$ cat src/rtl/lut_eval_arbiter.sv
// Shared LUT4 evaluation engine: a bank of run-time writable 16-bit truth
// tables served to NREQ requesters through a round-robin arbiter.

module lut_eval_lane #(
   parameter int NCFG = 8,
   parameter int CW   = 3
) (
   input  logic [NCFG-1:0][15:0] tbl,
   input  logic [CW-1:0]         sel,
   input  logic [3:0]            idx,
   output logic                  bit_o
);
   assign bit_o = tbl[sel][idx];
endmodule

module lut_eval_arbiter #(
   parameter  int NREQ = 4,
   parameter  int NCFG = 8,
   localparam int CW   = $clog2(NCFG),
   localparam int IW   = $clog2(NREQ)
) (
   input  logic               CLK,
   input  logic               SR,
   input  logic               cfg_we,
   input  logic [CW-1:0]      cfg_addr,
   input  logic [15:0]        cfg_data,
   input  logic [NREQ-1:0]    req_valid,
   input  logic [NREQ*CW-1:0] req_sel,
   input  logic [NREQ*4-1:0]  req_in,
   output logic [NREQ-1:0]    req_ready,
   output logic               rsp_valid,
   output logic [IW-1:0]      rsp_id,
   output logic               rsp_out,
   input  logic               rsp_ready
);
   localparam logic [IW:0] NREQ_W = (IW+1)'(NREQ);

   logic [NCFG-1:0][15:0] tbl_q, tbl_d;
   logic [IW-1:0]         ptr_q, ptr_d;
   logic                  rsp_valid_q, rsp_valid_d;
   logic [IW-1:0]         rsp_id_q, rsp_id_d;
   logic                  rsp_out_q, rsp_out_d;

   logic [NREQ-1:0] lane_bit;
   logic            slot_free;
   logic            gnt_hit;
   logic [IW-1:0]   gnt_idx;
   logic [IW:0]     cand;

   // Every requester gets its own table lookup; the grant just picks one.
   for (genvar i = 0; i < NREQ; i++) begin : g_lane
      lut_eval_lane #(.NCFG(NCFG), .CW(CW)) u_lane (
         .tbl   (tbl_q),
         .sel   (req_sel[i*CW +: CW]),
         .idx   (req_in[i*4 +: 4]),
         .bit_o (lane_bit[i])
      );
   end

   assign slot_free = !rsp_valid_q || rsp_ready;

   always_comb begin
      gnt_hit = 1'b0;
      gnt_idx = '0;
      cand    = '0;
      for (int k = 0; k < NREQ; k++) begin
         cand = {1'b0, ptr_q} + (IW+1)'(k);
         if (cand >= NREQ_W) cand = cand - NREQ_W;
         if (!gnt_hit && req_valid[cand[IW-1:0]]) begin
            gnt_hit = 1'b1;
            gnt_idx = cand[IW-1:0];
         end
      end
      if (!slot_free || SR) gnt_hit = 1'b0;
   end

   always_comb begin
      req_ready = '0;
      for (int i = 0; i < NREQ; i++)
         req_ready[i] = gnt_hit && (gnt_idx == IW'(i));
   end

   // Evaluation reads tbl_q, so a same-cycle write to that index sees the old word.
   always_comb begin
      tbl_d       = tbl_q;
      ptr_d       = ptr_q;
      rsp_valid_d = rsp_valid_q;
      rsp_id_d    = rsp_id_q;
      rsp_out_d   = rsp_out_q;
      if (cfg_we) tbl_d[cfg_addr] = cfg_data;
      if (gnt_hit) begin
         rsp_valid_d = 1'b1;
         rsp_id_d    = gnt_idx;
         rsp_out_d   = lane_bit[gnt_idx];
         ptr_d       = (gnt_idx == IW'(NREQ-1)) ? '0 : gnt_idx + 1'b1;
      end else if (rsp_valid_q && rsp_ready) begin
         rsp_valid_d = 1'b0;
      end
   end

   always_ff @(posedge CLK or posedge SR) begin
      if (SR) begin
         tbl_q       <= '0;
         ptr_q       <= '0;
         rsp_valid_q <= 1'b0;
         rsp_id_q    <= '0;
         rsp_out_q   <= 1'b0;
      end else begin
         tbl_q       <= tbl_d;
         ptr_q       <= ptr_d;
         rsp_valid_q <= rsp_valid_d;
         rsp_id_q    <= rsp_id_d;
         rsp_out_q   <= rsp_out_d;
      end
   end

   assign rsp_valid = rsp_valid_q;
   assign rsp_id    = rsp_id_q;
   assign rsp_out   = rsp_out_q;

endmodule

$ cat config.mk
export PLATFORM = sky130hd
export DESIGN_NAME = lut_eval_arbiter
export DESIGN_NICKNAME = d
export VERILOG_FILES = /design/src/rtl/lut_eval_arbiter.sv
export SDC_FILE = /design/constraint.sdc
export NUM_CORES = 1
export LEC_CHECK = 0
export CORE_UTILIZATION = 30
export CTS_CLUSTER_SIZE = 25
export DETAILED_ROUTE_END_ITERATION = 12
export HOLD_SLACK_MARGIN = 0.02
export PLACE_DENSITY_LB_ADDON = 0.1
export SYNTH_ARGS = -nofsm -noshare
export SYNTH_HDL_FRONTEND = slang
export SYNTH_HIERARCHICAL = 1
export SYNTH_SLANG_ARGS = --single-unit
$ cat constraint.sdc
create_clock -name CLK -period 11.6 [get_ports CLK]
set_input_delay 1.16 -clock CLK [delete_from_list [all_inputs] [get_ports CLK]]
set_output_delay 1.16 -clock CLK [all_outputs]
set_load 0.005 [all_outputs]
==> results by group <==
Setup path
  • Critical path arrival: 3.45 ns
  • Internal reg-to-reg setup slack: 8.95 ns
  • Reg2Reg Depth: 7
  • Crit path required time: roughly 10 ns
  • CP Launch Point: SR
  • Worst setup EP type: primary output
  • Reg2reg start: tbl_q[9]
  • CP startpoint kind: input port
  • Worst reg2reg endpoint: rsp_out
  • CP Max Fanout: 37
  • Critical Path End: req_ready[2]
  • Setup CP Type: in -> out

Outcome
  • Status: completed

Synth
  • Sequential share of the synthesized area: 34.4%
  • Syn avg cell area: 14.6 µm²
  • Post-Synth Simple-Gate Area: 8.96%
  • Area leader, netlist: dfrtp_1
  • Synth Flop Type: dfrtp_1
  • Gate Count Post-Synth: between 600 and 700
  • Number of synthesized flops with an enable pin: 0
  • Largest family of logic cells by synthesized area: multiplexers
  • Mapped Nets: 727
  • Compound-Gate Fraction of Synth Area: under 10%
  • Post-synthesis adder-cell area fraction: less than 1%
  • Most common cell in the netlist: dfrtp_1
  • Post-synthesis mux area share: 50.1%
  • Synth cell count leaders: 134 x dfrtp_1, 130 x mux2_2, 116 x mux4_2
  • Post-synthesis xor/xnor area fraction: 0%
  • Ys async rst share: 100%
  • Synth top area cells: dfrtp_1 34%, mux4_2 27%, mux2_2 15%
  • Synth Register Bits: 134
  • Post-synth top area share: roughly 34%
  • Synth cell types: 42
  • Synth warn: 6
  • Post-Syn Area: 9760 µm²

Global routing
  • GRT Residual Overflow: 0
  • First-pass GRT wire length: 47800 µm
  • GRT Overall Usage: around 20%
  • Vias in the first global route: 7220
  • Largest net degree at the start of global routing: 59
  • Initial antenna violation count: 0

Floorplanning
  • Core area: 31800 µm²
  • Die ar.: ~33000 µm²
  • Cell row count: 65
  • Starting Density: 30.7%
  • # IOs: 63
  • Die height: 182 µm
  • Die X: roughly 180 µm

Clock network
  • CTS Sinks: 134
  • # Post-CTS Setup Buffers: 0
  • CTS root buffer: clkbuf_16
  • TritonCTS clock tree: built
  • Max Root-Sink Buffers: 2
  • H-tree depth: 4
  • TritonCTS buffer count: 17
  • Reg clk slew, reported paths: ~0.060 ns
  • Hold Buf Count CTS: 0
  • Post-cts gate resize count: 0
  • Worst-Skew Late Latency: 0.42 ns

Final layout
  • Total Nets Final: 769
  • Ant. Diodes: 0
  • Area growth syn-to-layout: 15.5%
  • Post-layout util: 35.5%
  • Layout cell share with drive strength beyond 1: 43.4%

Timing
  • Final Setup Violations: 0
  • Worst Tran Pin Value: 1.20 ns
  • Setup TNS Final: 0 ns
  • Hold Violations, Final: 0
  • Max_slew headroom: roughly 18%
  • Final Worst Setup Slack: 6.99 ns
  • Minimum clock period: between 4 and 5 ns
  • Unrepaired setup endpoints after global routing: false
  • Final slew viol count: 0
  • Crit share post-route: just under 40%
  • Max Freq: 217 MHz
  • Clock Skew: 0.0109 ns

Detailed routing
  • Initial detailed-routing violation count: ~530
  • DR pass1 iterations: 6
  • DRC Markers: 0
  • Post-Route WL: 31400 µm
  • Vias: 6719
  • Antenna-violating nets left: 0
  • Mean number of vias per cell: 5.81
  • DR WL/cell: 27.1 µm

Hold path
  • Hold Crit Class: reg -> reg

Power
  • Tot Pwr: 1.77 mW
  • Peak VDD IR: 0.0931 mV
  • Leak: ~4.3 nW
  • Pwr dens: roughly 160 nW/µm²

Placement
  • Port Buffers: 62
  • Placed wire-length estimate: 20000 µm
  • Place WS: 6.96 ns
  • GPL Wtd Cong: 0.816

Job
  • Max_cap viols: 0
-- per-stage QoR --
step	instance area (µm²)	hold WS (ns)	cells
floorplan	9760	0.486	668
global placement	10700	0.501	1126
detailed placement	10700	0.510	1126
CTS	11300	0.523	1157
global route	11300	0.553	1157
finish	11300	0.515	1157
-- cell type report --
class / instances / area, µm²
Tap cell: 435 / 544
Inverter: 7 / 31.3
Sequential cell: 134 / 3350
Clock buffer: 17 / 425
Clock inverter: 14 / 150
Fill cell: 3057 / 20500
Timing Repair Buffer: 80 / 736
Multi-Input combinational cell: 470 / 6030
-- cell families (layout without fill, tap and decap cells) --
logic type / count (synthesis) / in the layout
adders and majority gates: 4 / 4
and+or+nand+nor: 134 / 134
muxes: 301 / 301
DFF: 134 / 134
buffers and inverters: 64 / 118
AOI/OAI and AO/OA: 31 / 31
-- power breakdown --
part	leakage (nW)	internal [mW]	switching [mW]
Combinational	2.46	0.331	0.204
Sequential	1.61	0.574	0.118
Clock	0.276	0.317	0.224
Total	4.34	1.22	0.545
-- layout by cell type, fill, tap and decap left out, types with 5 or more instances in the layout --
master           Yosys  layout
dfrtp_1            134     134
mux2_2             130     130
mux4_2             116     116
clkdlybuf4s50_1      0      58
mux2i_1             39      39
nor2_1              22      22
buf_4                9      18
clkbuf_16            0      17
mux4_1              16      16
nand3_1             16      16
nand2_1             15      15
nor2b_1             12      12
nor4_1              12      12
and3b_1              8       8
nand3b_1             8       8
nand4b_1             8       8
nand4_1              8       8
inv_1                7       6
inv_6                0       5
-- registers in the layout, indices dropped and copies added (netlist names) --
name	flops
rsp_out	1
ptr_q	2
tbl_q	128
rsp_valid	1
rsp_id	2
-- worst min path at each step --
stage	startpoint	to	slack [ns]	depth (start not counted)
2_1_floorplan	ptr_q[0]	ptr_q[0]	0.49	1
3_3_place_gp	rsp_out	rsp_out	0.50	2
3_5_place_dp	rsp_id[1]	rsp_id[1]	0.51	1
4_1_cts	rsp_id[1]	rsp_id[1]	0.52	1
5_1_grt	rsp_id[1]	rsp_id[1]	0.55	1
6_report	rsp_id[1]	rsp_id[1]	0.52	1
-- metal layers --
metal	routed length, µm	part of all wire (%)	up-vias	global-route usage, %
met5	0	0	-	0
met4	602	1.9	0	6.42
met3	1850	5.9	38	2.87
met2	14900	48	277	32.1
met1	14000	45	3583	27.6
li1	-	-	2821	-
-- worst max-delay path: stages --
cell	delay, ns
clkdlybuf4s50_1	0.47
inv_6	0.29
o41ai_1	0.17
a21oi_1	0.58
and2_1	0.22
clkdlybuf4s50_1	0.50
No activity file was read; power rests on OpenSTA's default activity.
